[src/rtl/fifo_width_upsizer.sv]
// Packs RATIO narrow FWFT words into one wide word for a downstream FIFO.
// Define FIFO_UPSIZER_FLUSH_EN to add flush/out_keep partial-word emission.
module fifo_width_upsizer #(
  parameter int IN_WIDTH = 32,
  parameter int RATIO = 2,
  localparam int OUT_WIDTH = IN_WIDTH * RATIO,
  localparam int CNT_WIDTH = (RATIO > 1) ? $clog2(RATIO) : 1
) (
  input  logic                 clk,
  input  logic                 reset,
  input  logic                 in_empty_n,
  output logic                 in_read,
  input  logic [IN_WIDTH-1:0]  in_dout,
  input  logic                 out_full_n,
  output logic                 out_write,
  output logic [OUT_WIDTH-1:0] out_din
`ifdef FIFO_UPSIZER_FLUSH_EN
  ,
  input  logic                 flush,
  output logic [RATIO-1:0]     out_keep
`endif
);

  localparam logic [CNT_WIDTH-1:0] LAST = CNT_WIDTH'(RATIO - 1);

  logic [CNT_WIDTH-1:0] cnt;
  logic                 out_valid;
  logic [OUT_WIDTH-1:0] out_data;
  logic                 last;
  logic                 stall;
  logic                 accept;
  logic                 drain;
  logic                 complete;
  logic                 emit;
  logic [RATIO-1:0]     fill;
  logic [OUT_WIDTH-1:0] word;
  logic [IN_WIDTH-1:0]  lane_src [RATIO];

  assign last     = (cnt == LAST);
  assign drain    = out_valid & out_full_n;
  assign stall    = last & out_valid & ~out_full_n;
  // Reset gates the handshakes so nothing moves while it is held.
  assign accept   = in_empty_n & ~stall & ~reset;
  assign in_read  = accept;
  assign complete = accept & last;
  assign out_write = out_valid & ~reset;
  assign out_din  = out_data;

`ifdef FIFO_UPSIZER_FLUSH_EN
  logic             flush_go;
  logic [RATIO-1:0] keep_q;

  assign flush_go = flush & ~complete
                  & ((cnt != '0) | accept)
                  & (~out_valid | out_full_n);
  assign emit     = complete | flush_go;
  assign out_keep = keep_q;
`else
  assign emit = complete;
`endif

  genvar g;
  generate
    for (g = 0; g < RATIO; g++) begin : g_pack
      assign fill[g] = (CNT_WIDTH'(g) < cnt)
                     | ((CNT_WIDTH'(g) == cnt) & accept);
      assign word[g*IN_WIDTH +: IN_WIDTH] =
        fill[g] ? lane_src[g] : '0;
    end

    if (RATIO > 1) begin : g_lanes
      logic [IN_WIDTH-1:0] lanes [RATIO-1];

      always_ff @(posedge clk) begin
        for (int i = 0; i < RATIO - 1; i++) begin
          if (reset) begin
            lanes[i] <= '0;
          end else if (accept && cnt == CNT_WIDTH'(i)) begin
            lanes[i] <= in_dout;
          end
        end
      end

      for (genvar h = 0; h < RATIO; h++) begin : g_src
        if (h < RATIO - 1) begin : g_reg
          assign lane_src[h] = lanes[h];
        end else begin : g_top
          assign lane_src[h] = in_dout;
        end
      end
    end else begin : g_pass
      assign lane_src[0] = in_dout;
    end
  endgenerate

  always_ff @(posedge clk) begin
    if (reset) begin
      cnt       <= '0;
      out_valid <= 1'b0;
      out_data  <= '0;
`ifdef FIFO_UPSIZER_FLUSH_EN
      keep_q    <= '0;
`endif
    end else begin
      if (emit) begin
        cnt <= '0;
      end else if (accept) begin
        cnt <= cnt + CNT_WIDTH'(1);
      end
      // A new word wins over a drain: back-to-back without a bubble.
      if (emit) begin
        out_valid <= 1'b1;
        out_data  <= word;
`ifdef FIFO_UPSIZER_FLUSH_EN
        keep_q    <= fill;
`endif
      end else if (drain) begin
        out_valid <= 1'b0;
      end
    end
  end

endmodule

[config.mk]
export PLATFORM = sky130hd
export DESIGN_NAME = fifo_width_upsizer
export DESIGN_NICKNAME = d
export VERILOG_FILES = /design/src/rtl/fifo_width_upsizer.sv
export SDC_FILE = /design/constraint.sdc
export NUM_CORES = 1
export LEC_CHECK = 0
export BUFFER_PORTS_ARGS = -buffer_cell sky130_fd_sc_hd__buf_2
export CELL_PAD_IN_SITES_DETAIL_PLACEMENT = 1
export CELL_PAD_IN_SITES_GLOBAL_PLACEMENT = 2
export CORE_AREA = 5 5 93 130
export CTS_CLUSTER_DIAMETER = 60
export DETAILED_ROUTE_END_ITERATION = 8
export DIE_AREA = 0 0 98 135
export PLACE_DENSITY_LB_ADDON = 0.05
export SYNTH_ARGS = -nofsm -noshare
export SYNTH_HDL_FRONTEND = slang
export SYNTH_SLANG_ARGS = --single-unit
[constraint.sdc]
create_clock -name clk -period 2.95 [get_ports clk]
set_input_delay 0.885 -clock clk [delete_from_list [all_inputs] [get_ports clk]]
set_output_delay 0.885 -clock clk [all_outputs]
set_load 0.01 [all_outputs]
==> impl_results.html, run 1 <==
<table>
<tr><th>Metric</th><th>Value</th></tr>
<tr><th colspan="2">Floorplanning</th></tr>
<tr><td>Number of I/O pins</td><td>102</td></tr>
<tr><td>Area enclosed by the die boundary</td><td>13200 sq um</td></tr>
<tr><td>Placeable core area</td><td>10800 sq um</td></tr>
<tr><td>Placement Rows</td><td>45</td></tr>
<tr><td>Effective utilization at floorplan</td><td>37.1%</td></tr>
<tr><td>Die X</td><td>98 um</td></tr>
<tr><td>Die Y-Extent</td><td>135 um</td></tr>
<tr><th colspan="2">Critical path</th></tr>
<tr><td>Worst Path Class, Setup</td><td>primary input to primary output</td></tr>
<tr><td>Maximum net fanout on the critical path</td><td>5</td></tr>
<tr><td>Slowest library cell on the worst path</td><td>nand2b_1</td></tr>
<tr><td>Total buffers and inverters traversed by the critical path</td><td>2</td></tr>
<tr><td>Required time of the worst setup path</td><td>2.07 ns</td></tr>
<tr><td>Arrival time of the worst setup path</td><td>1.47 ns</td></tr>
<tr><td>Worst path cell trace</td><td>buf_2 &gt; nand2b_1 &gt; a31oi_1 &gt; buf_2</td></tr>
<tr><td>Element type at the critical path start</td><td>primary input</td></tr>
<tr><td>Critical Path Most Common Cell</td><td>buf_2</td></tr>
<tr><td>Kind of cell adding the most delay to the critical path</td><td>buffers and inverters</td></tr>
<tr><td>Delay of the slowest cell on the worst path</td><td>0.17 ns</td></tr>
<tr><td>Critical path capture point type</td><td>primary output</td></tr>
<tr><th colspan="2">Power</th></tr>
<tr><td>Overall power of the completed layout</td><td>2.92 mW</td></tr>
<tr><td>Max VDD drop</td><td>0.274 mV</td></tr>
<tr><td>Cell Pwr Density</td><td>592 nW/um^2</td></tr>
<tr><td>Leakage</td><td>2.39 nW</td></tr>
<tr><th colspan="2">STA</th></tr>
<tr><td>Timing-limited maximum frequency</td><td>425 MHz</td></tr>
<tr><td>Number of hold violations in the final report</td><td>0</td></tr>
<tr><td>Number of slew-limit violations in the final report</td><td>0</td></tr>
<tr><td>Minimum hold slack</td><td>0.472 ns</td></tr>
<tr><td>RSZ-0062 raised after global routing</td><td>no</td></tr>
<tr><td>Headroom to the max-slew limit</td><td>62.1%</td></tr>
<tr><td>Tmin final</td><td>2.35 ns</td></tr>
<tr><td>Final period utilization</td><td>79.8%</td></tr>
<tr><td>Transition at the pin with the smallest max-transition slack</td><td>0.568 ns</td></tr>
<tr><td>Setup-failing EPs final</td><td>0</td></tr>
<tr><td>Total Negative Setup Slacks</td><td>0 ns</td></tr>
<tr><td>Skew final</td><td>0.00557 ns</td></tr>
<tr><th colspan="2">Place</th></tr>
<tr><td>Post-detail-place hpwl</td><td>5470 um</td></tr>
<tr><td>Placed standard-cell area</td><td>4620 sq um</td></tr>
<tr><td>Number of placed cells counting well taps</td><td>519</td></tr>
<tr><td>Buffers added on ports</td><td>101</td></tr>
<tr><td>Routability congestion estimate</td><td>0.714</td></tr>
<tr><th colspan="2">Final layout</th></tr>
<tr><td>Area growth from synthesis to layout</td><td>23.7%</td></tr>
<tr><td>Fin cells</td><td>535</td></tr>
<tr><td>Number of diodes added for antenna fixing</td><td>0</td></tr>
<tr><td>Number of nets in the layout</td><td>425</td></tr>
<tr><td>Share of layout cells above drive strength 1</td><td>48.5%</td></tr>
<tr><td>Multi-input logic area</td><td>1580 sq um</td></tr>
<tr><td>FF+latch area</td><td>2280 sq um</td></tr>
<tr><td>Non-Filler Cell Area, Final</td><td>4930 sq um</td></tr>
<tr><td>Number of inserted filler cells in the final layout</td><td>1157</td></tr>
<tr><th colspan="2">Global routing</th></tr>
<tr><td>Grt ovf</td><td>0</td></tr>
<tr><td>Largest net degree at the start of global routing</td><td>53</td></tr>
<tr><td>Antenna violations before repair</td><td>0</td></tr>
<tr><td>Vias in the first global route</td><td>2626</td></tr>
<tr><td>Global-route total usage across every layer</td><td>12.9%</td></tr>
<tr><td>First-pass GRT wire length</td><td>13200 um</td></tr>
<tr><th colspan="2">CTS</th></tr>
<tr><td>Post-CTS Repair Setup Buffers</td><td>0</td></tr>
<tr><td>Hold buffers post-CTS</td><td>0</td></tr>
<tr><td>Clock buffers created by TritonCTS</td><td>9</td></tr>
<tr><td>Maximum number of buffers from clock root to sink</td><td>2</td></tr>
<tr><td>Number of clock sinks</td><td>98</td></tr>
<tr><td>CTS resizes</td><td>0</td></tr>
<tr><td>H-Tree Depth</td><td>3</td></tr>
<tr><td>CTS tree</td><td>built</td></tr>
<tr><td>Clock tree root driver cell</td><td>clkbuf_16</td></tr>
<tr><td>Clock latency on the worst-skew pair</td><td>0.34 ns</td></tr>
<tr><td>CTS clk-pin slew, worst paths</td><td>0.06 ns</td></tr>
<tr><th colspan="2">Detailed routing</th></tr>
<tr><td>Number of DRC violations after detailed-routing iteration 0</td><td>58</td></tr>
<tr><td>Routed length on met2</td><td>4110 um</td></tr>
<tr><td>Number of vias per cell after detailed routing</td><td>4.43</td></tr>
<tr><td>Sum of met3 wire segment lengths after detailed routing</td><td>481 um</td></tr>
<tr><td>Wire length on met1</td><td>3440 um</td></tr>
<tr><td>Final ANT Viol Nets</td><td>0</td></tr>
<tr><td>Pre-antenna DRT Iters</td><td>4</td></tr>
<tr><td>Drt total wl</td><td>8210 um</td></tr>
<tr><td>Post-detailed-route DRC marker count</td><td>0</td></tr>
<tr><td>Highest routing layer actually used</td><td>met4</td></tr>
<tr><td>Total via count after detailed routing</td><td>2369</td></tr>
<tr><td>Routed length per instance</td><td>15.3 um</td></tr>
<tr><th colspan="2">Synth</th></tr>
<tr><td>Yosys synthesis warning count</td><td>0</td></tr>
<tr><td>Cell taking the most area after synthesis</td><td>dfxtp_1</td></tr>
<tr><td>Post-synthesis instance total</td><td>287</td></tr>
<tr><td>Count of state elements after synthesis</td><td>98</td></tr>
<tr><td>Synth unique cells</td><td>19</td></tr>
<tr><td>Syn Area/Cell</td><td>13.9 sq um</td></tr>
<tr><td>Post-synthesis cell area</td><td>3990 sq um</td></tr>
<tr><td>Sequential cell area fraction in the yosys report</td><td>57.3%</td></tr>
<tr><td>Synth top area share</td><td>33.2%</td></tr>
<tr><td>Post-Syn Nets</td><td>323</td></tr>
<tr><td>Top post-synthesis cells by area</td><td>dfxtp_1 (33%), edfxtp_1 (24%), mux2_4 (18%)</td></tr>
<tr><th colspan="2">Run</th></tr>
<tr><td># Max-Cap Violations</td><td>0</td></tr>
<tr><th colspan="2">Worst hold path</th></tr>
<tr><td>Hold Crit Class</td><td>register to register</td></tr>
<tr><th colspan="2">Status</th></tr>
<tr><td>Outcome</td><td>finished clean</td></tr>
</table>
[kinds of logic (layout without fill, tap and decap cells)]
group | Yosys count | count (layout) | synth area share, %
AO/OA/AOI/OAI | 3 | 3 | 0.471
buffers and inverters | 18 | 125 | 3.36
flip-flops | 98 | 98 | 57.3
multiplexers | 64 | 64 | 22.7
AND/OR/NAND/NOR | 104 | 104 | 16.2
[path summary, 6_finish.rpt]
path | from | to | depth (start not counted) | slack (ns)
max reg2reg | cnt$_SDFFE_PP0N_ | out_din[8]$_SDFFE_PP0P_ | 4 | 1.38
min | g_lanes.lanes[0][9]$_SDFFCE_PN0P_ | out_din[9]$_SDFFE_PP0P_ | 1 | 0.47
min reg2reg | g_lanes.lanes[0][9]$_SDFFCE_PN0P_ | out_din[9]$_SDFFE_PP0P_ | 1 | 0.47
max | reset | in_read | 4 | 0.60
[layout make-up]
class | count | share of cell area, %
well taps | 141 | 3.58
clock inverters | 5 | 1.07
flip-flops and latches | 98 | 46.3
multi-input cells | 171 | 32.0
inverters | 1 | 0.0761
repair buffers | 108 | 11.8
clock buffers | 11 | 5.13
[placed cells by master, fill, tap and decap left out]
master	netlist	layout
clkbuf_8	0	2
buf_2	2	101
edfxtp_1	32	32
or2_2	1	1
bufinv_16	0	1
and3b_1	1	1
mux2_4	49	49
and2_1	32	32
clkinvlp_4	0	1
nand2_4	0	1
clkbuf_16	0	9
nor2_1	2	1
buf_4	0	5
clkinv_2	0	3
dfxtp_1	66	66
buf_12	0	2
a21oi_1	1	1
inv_1	1	1
a211oi_1	1	1
nand2b_1	2	2
nor2b_1	65	65
mux2_2	15	15
nor2_2	0	1
a31oi_1	1	1
[synth_stat cells]
library cell	count
buf_8	5
dfxtp_1	66
nor2b_1	65
a211oi_1	1
a31oi_1	1
mux2_4	49
inv_1	1
nor2_1	2
clkbuf_1	9
nand2b_1	2
and3b_1	1
a21oi_1	1
buf_2	2
edfxtp_1	32
buf_6	1
or2_2	1
and2_1	32
nand2_1	1
mux2_2	15
[worst reg2reg max path, cell delays in order, from the launching register on]
cell	delay [ns]
dfxtp_1	0.34
and3b_1	0.23
nand2_4	0.26
buf_12	0.27
mux2_2	0.37
[per-layer routing]
metal	global-route usage, %	vias to the layer above
li1	-	1158
met1	14.1	1136
met2	22.3	63
met3	4.19	12
met4	6.31	0
met5	0	-
[per-stage QoR]
step / utilization [%] / setup WS [ns]
finish: 45.8 / 0.596
global route: 45.8 / 0.554
CTS: 45.8 / 0.578
detailed placement: 43.0 / 0.561
global placement: 43.0 / 0.565
floorplan: - / 0.802
[sequential cells by signal, indices dropped and copies added (netlist names)]
name / flops
out_din: 64
cnt: 1
g_lanes.lanes: 32
out_valid: 1
[report_power, final]
group	switching [mW]	leakage, nW	total [mW]	internal [mW]
Combinational	0.115	1.36	0.239	0.124
Sequential	0.0245	0.875	1.49	1.46
Clock	0.491	0.151	1.19	0.699
Power figures use the tool's default switching activity.
==> run 2, diff against run 1 <==
--- a/config.mk
+++ b/config.mk
@@ -5,13 +5,14 @@
 export SDC_FILE = /design/constraint.sdc
 export NUM_CORES = 1
 export LEC_CHECK = 0
+export ABC_AREA = 1
 export BUFFER_PORTS_ARGS = -buffer_cell sky130_fd_sc_hd__buf_2
 export CELL_PAD_IN_SITES_DETAIL_PLACEMENT = 1
 export CELL_PAD_IN_SITES_GLOBAL_PLACEMENT = 2
-export CORE_AREA = 5 5 93 130
+export CORE_AREA = 5 5 110 154
 export CTS_CLUSTER_DIAMETER = 60
 export DETAILED_ROUTE_END_ITERATION = 8
-export DIE_AREA = 0 0 98 135
+export DIE_AREA = 0 0 115 159
 export PLACE_DENSITY_LB_ADDON = 0.05
 export SYNTH_ARGS = -nofsm -noshare
 export SYNTH_HDL_FRONTEND = slang
==> constraint.sdc (replaced) <==
create_clock -name clk -period 2.34 [get_ports clk]
set_input_delay 0.702 -clock clk [delete_from_list [all_inputs] [get_ports clk]]
set_output_delay 0.702 -clock clk [all_outputs]
set_load 0.01 [all_outputs]
==> run 2 against run 1 <==
- critical path depth increased by 1
- clock skew increased by 0.0040 ns
- first-iteration DRC count up 79%
- cell count grew 72%
- non-clock buffer count grew 6
- utilization down 10 points
- sequential power increased by 26%
- clock-buffer cell count did not move
- clock power grew 24%
- largest power group unchanged
==> impl_results.html, run 2 <==
<table>
<tr><th>Metric</th><th>Value</th></tr>
<tr><th colspan="2">STA</th></tr>
<tr><td>Final period utilization</td><td>85.0%</td></tr>
<tr><td>Number of slew-limit violations in the final report</td><td>0 (unchanged)</td></tr>
<tr><td>Skew final</td><td>0.00959 ns (+0.00402 ns)</td></tr>
<tr><td>Total Negative Setup Slacks</td><td>0 ns (unchanged)</td></tr>
<tr><td>Number of hold violations in the final report</td><td>0 (unchanged)</td></tr>
<tr><td>Transition at the pin with the smallest max-transition slack</td><td>0.696 ns (+0.127 ns)</td></tr>
<tr><td>Timing-limited maximum frequency</td><td>503 MHz</td></tr>
<tr><td>Setup-failing EPs final</td><td>0 (unchanged)</td></tr>
<tr><td>RSZ-0062 raised after global routing</td><td>no</td></tr>
<tr><td>Tmin final</td><td>1.99 ns</td></tr>
<tr><td>Headroom to the max-slew limit</td><td>53.6% (-8.5 points)</td></tr>
<tr><th colspan="2">Detailed routing</th></tr>
<tr><td>Final ANT Viol Nets</td><td>0 (unchanged)</td></tr>
<tr><td>Number of vias per cell after detailed routing</td><td>4.21 (-5.0%)</td></tr>
<tr><td>Number of DRC violations after detailed-routing iteration 0</td><td>104 (+79%)</td></tr>
<tr><td>Routed length per instance</td><td>12.8 um (-16%)</td></tr>
<tr><td>Pre-antenna DRT Iters</td><td>4 (unchanged)</td></tr>
<tr><td>Total via count after detailed routing</td><td>3871 (+63%)</td></tr>
<tr><td>Post-detailed-route DRC marker count</td><td>0 (unchanged)</td></tr>
<tr><td>Drt total wl</td><td>11800 um (+44%)</td></tr>
<tr><th colspan="2">Floorplanning</th></tr>
<tr><td>Area enclosed by the die boundary</td><td>18300 sq um (+38%)</td></tr>
<tr><td>Placement Rows</td><td>54 (+20%)</td></tr>
<tr><td>Die X</td><td>115 um (+17%)</td></tr>
<tr><td>Effective utilization at floorplan</td><td>29.3% (-7.8 points)</td></tr>
<tr><td>Die Y-Extent</td><td>159 um (+18%)</td></tr>
<tr><td>Number of I/O pins</td><td>102 (unchanged)</td></tr>
<tr><td>Placeable core area</td><td>15400 sq um (+43%)</td></tr>
<tr><th colspan="2">Critical path</th></tr>
<tr><td>Critical path destination</td><td>in_read</td></tr>
<tr><td>Required time of the worst setup path</td><td>1.64 ns (-0.43 ns)</td></tr>
<tr><td>Capture instance of the worst register-to-register path</td><td>out_din[16]$_SDFFE_PP0P_</td></tr>
<tr><td>Worst Reg-to-Reg Cells</td><td>6 (+2)</td></tr>
<tr><td>Arrival time of the worst setup path</td><td>1.29 ns (-0.18 ns)</td></tr>
<tr><td>Startpoint of the most critical setup path</td><td>reset</td></tr>
<tr><td>Element type at the critical path start</td><td>primary input</td></tr>
<tr><td>Critical path capture point type</td><td>primary output</td></tr>
<tr><td>Worst Path Class, Setup</td><td>primary input to primary output</td></tr>
<tr><td>Reg2Reg Setup Slack</td><td>0.78 ns (-0.60 ns)</td></tr>
<tr><td>Maximum net fanout on the critical path</td><td>4 (-1)</td></tr>
<tr><td>Beginning of the worst register-to-register path</td><td>cnt$_SDFFE_PP0N_</td></tr>
<tr><th colspan="2">Synth</th></tr>
<tr><td>Top post-synthesis cells by area</td><td>dfxtp_1 (29%), edfxtp_1 (21%), inv_1 (16%)</td></tr>
<tr><td>Count of state elements after synthesis</td><td>98 (unchanged)</td></tr>
<tr><td>Cell types with the highest counts after synthesis</td><td>inv_1 (197), nand2_1 (132), nor2_1 (97)</td></tr>
<tr><td>Predominant post-synthesis flop cell</td><td>dfxtp_1</td></tr>
<tr><td>Post-Syn Nets</td><td>668 (+110%)</td></tr>
<tr><td>Post-synthesis instance total</td><td>632 (+120%)</td></tr>
<tr><td>Yosys synthesis warning count</td><td>0 (unchanged)</td></tr>
<tr><td>Synth top area share</td><td>29.3% (-3.9 points)</td></tr>
<tr><td>Syn Area/Cell</td><td>7.14 sq um (-49%)</td></tr>
<tr><td>Synth unique cells</td><td>17 (-2)</td></tr>
<tr><td>Dominant cell by count in the synthesized netlist</td><td>inv_1</td></tr>
<tr><td>EDFF count, synth</td><td>32 (unchanged)</td></tr>
<tr><td>Share of synthesized flip-flops with an asynchronous set or reset</td><td>0% (unchanged)</td></tr>
<tr><td>Sequential cell area fraction in the yosys report</td><td>50.6% (-6.7 points)</td></tr>
<tr><td>Post-synthesis cell area</td><td>4510 sq um (+13%)</td></tr>
<tr><td>Cell taking the most area after synthesis</td><td>dfxtp_1</td></tr>
<tr><th colspan="2">Run</th></tr>
<tr><td># Max-Cap Violations</td><td>0 (unchanged)</td></tr>
<tr><th colspan="2">Power</th></tr>
<tr><td>Part of the total power dissipated in sequential elements</td><td>49.5% (-1.5 points)</td></tr>
<tr><td>Cell Pwr Density</td><td>692 nW/um^2 (+17%)</td></tr>
<tr><td>Max VDD drop</td><td>0.296 mV (+8.2%)</td></tr>
<tr><td>Share of total power consumed by net switching</td><td>25.4% (+3.8 points)</td></tr>
<tr><td>Net switching power</td><td>0.967 mW (+53%)</td></tr>
<tr><td>Part of the power in the clock network</td><td>38.7% (-2.1 points)</td></tr>
<tr><td>Part of the power in combinational logic</td><td>11.8% (+3.6 points)</td></tr>
<tr><td>Internal power summed over all cells</td><td>2.84 mW (+24%)</td></tr>
<tr><td>Leakage</td><td>2.96 nW (+24%)</td></tr>
<tr><th colspan="2">Status</th></tr>
<tr><td>Outcome</td><td>finished clean</td></tr>
<tr><th colspan="2">Global routing</th></tr>
<tr><td>Vias in the first global route</td><td>4170 (+59%)</td></tr>
<tr><td>Antenna violations before repair</td><td>1 (+1)</td></tr>
<tr><td>Largest net degree at the start of global routing</td><td>66 (+25%)</td></tr>
<tr><td>Global-route total usage across every layer</td><td>13.4% (+0.53 points)</td></tr>
<tr><td>First-pass GRT wire length</td><td>20100 um (+52%)</td></tr>
<tr><td>Grt ovf</td><td>0 (unchanged)</td></tr>
<tr><th colspan="2">CTS</th></tr>
<tr><td>Hold buffers post-CTS</td><td>0 (unchanged)</td></tr>
<tr><td>Maximum number of buffers from clock root to sink</td><td>2 (unchanged)</td></tr>
<tr><td>CTS tree</td><td>built</td></tr>
<tr><td>H-Tree Depth</td><td>3 (unchanged)</td></tr>
<tr><td>Number of clock sinks</td><td>98 (unchanged)</td></tr>
<tr><td>Post-CTS Repair Setup Buffers</td><td>0 (unchanged)</td></tr>
<tr><td>Clock buffers created by TritonCTS</td><td>9 (unchanged)</td></tr>
<tr><td>Clock tree root driver cell</td><td>clkbuf_16</td></tr>
<tr><td>Clock latency on the worst-skew pair</td><td>0.34 ns (about the same)</td></tr>
<tr><td>CTS clk-pin slew, worst paths</td><td>0.06 ns (about the same)</td></tr>
<tr><td>CTS resizes</td><td>0 (unchanged)</td></tr>
<tr><th colspan="2">Worst hold path</th></tr>
<tr><td>Hold Crit Class</td><td>register to register</td></tr>
<tr><td>Startpoint of the lowest-slack hold path</td><td>out_din[15]$_SDFFE_PP0P_</td></tr>
<tr><td>Number of instances on the worst hold path</td><td>4 (+3)</td></tr>
<tr><th colspan="2">Final layout</th></tr>
<tr><td>Share of layout cells above drive strength 1</td><td>18.8% (-30 points)</td></tr>
<tr><td>Number of diodes added for antenna fixing</td><td>0 (unchanged)</td></tr>
<tr><td>Commonest non-fill, non-tap cell in the layout</td><td>inv_1</td></tr>
<tr><td>Fin cells</td><td>920 (+72%)</td></tr>
<tr><td>Non-Filler Cell Area, Final</td><td>5500 sq um (+12%)</td></tr>
<tr><td>Area growth from synthesis to layout</td><td>21.8%</td></tr>
<tr><td>Number of nets in the layout</td><td>755 (+78%)</td></tr>
<tr><td>Commonest non-fill, non-tap cells in the layout</td><td>inv_1 (196), nand2_1 (130), buf_2 (101)</td></tr>
<tr><td>Max reg flops</td><td>64 (unchanged)</td></tr>
<tr><th colspan="2">Place</th></tr>
<tr><td>Buffers added on ports</td><td>101 (unchanged)</td></tr>
<tr><td>Number of placed cells counting well taps</td><td>904 (+74%)</td></tr>
<tr><td>Routability congestion estimate</td><td>0.719 (+0.74%)</td></tr>
<tr><td>Placed standard-cell area</td><td>5210 sq um (+13%)</td></tr>
<tr><td>Post-detail-place hpwl</td><td>8070 um (+48%)</td></tr>
</table>
## run 2: cell count changes after synthesis, sizes merged, moves of 2 or more
cell | before | now
nor2b | 65 | 0
and2 | 32 | 0
inv | 1 | 198
nand2b | 2 | 0
nand2 | 1 | 133
mux2 | 64 | 0
buf | 8 | 30
nand4 | 0 | 64
nor2 | 2 | 98
## run 2: cell families after synthesis
kind of cell           share of synthesized area, %
AOI/OAI and AO/OA                             0.277
and+or+nand+nor                                28.3
DFF                                            50.6
buffers and inverters                          20.9
## run 2: worst min-delay path by stage
stage / end
5_1_grt: out_din[25]$_SDFFE_PP0P_
3_5_place_dp: out_din[40]$_SDFFE_PP0P_
4_1_cts: out_din[20]$_SDFFE_PP0P_
2_1_floorplan: out_din[0]$_SDFFE_PP0P_
6_report: out_din[15]$_SDFFE_PP0P_
3_3_place_gp: out_din[44]$_SDFFE_PP0P_
## run 2: final cells by class
cell class                 count  area [sq um]
clock buffer                  11           233
clock inverter                 5          52.6
fill                        1953          9910
inverter                     198           743
multi-input combinational    298          1310
sequential                    98          2280
tap                          196           245
timing repair buffer         114           628
## run 2: power groups by stage
stage / Clock [mW] / Sequential [mW] / Combinational (mW)
floorplan: 0 / 1.94 / 0.265
global placement: 0 / 1.92 / 0.451
detailed placement: 0 / 1.93 / 0.462
CTS: 1.54 / 1.89 / 0.464
global route: 1.60 / 1.90 / 0.520
finish: 1.47 / 1.88 / 0.447
## run 2: critical path: stages
cell	delay, ns
buf_2	0.14
nor2_4	0.15
nand2_2	0.09
nand2_1	0.08
buf_2	0.13
## run 2: routing by layer
layer  up-vias  GRT usage [%]  wire, um
li1       2017              -         -
met4         2           3.90       136
met3        10           2.81       470
met5         -              0         7
met1      1782           16.5      5300
met2        60           23.3      5870
## run 2: metrics by stage
step	util, %	total power [mW]	hold slack, ns	worst slack, ns
floorplan	-	2.21	0.530	0.238
global placement	33.8	2.37	0.494	0.305
detailed placement	33.8	2.39	0.502	0.275
CTS	35.7	3.89	0.517	0.350
global route	35.7	4.02	0.544	0.325
finish	35.7	3.80	0.509	0.351
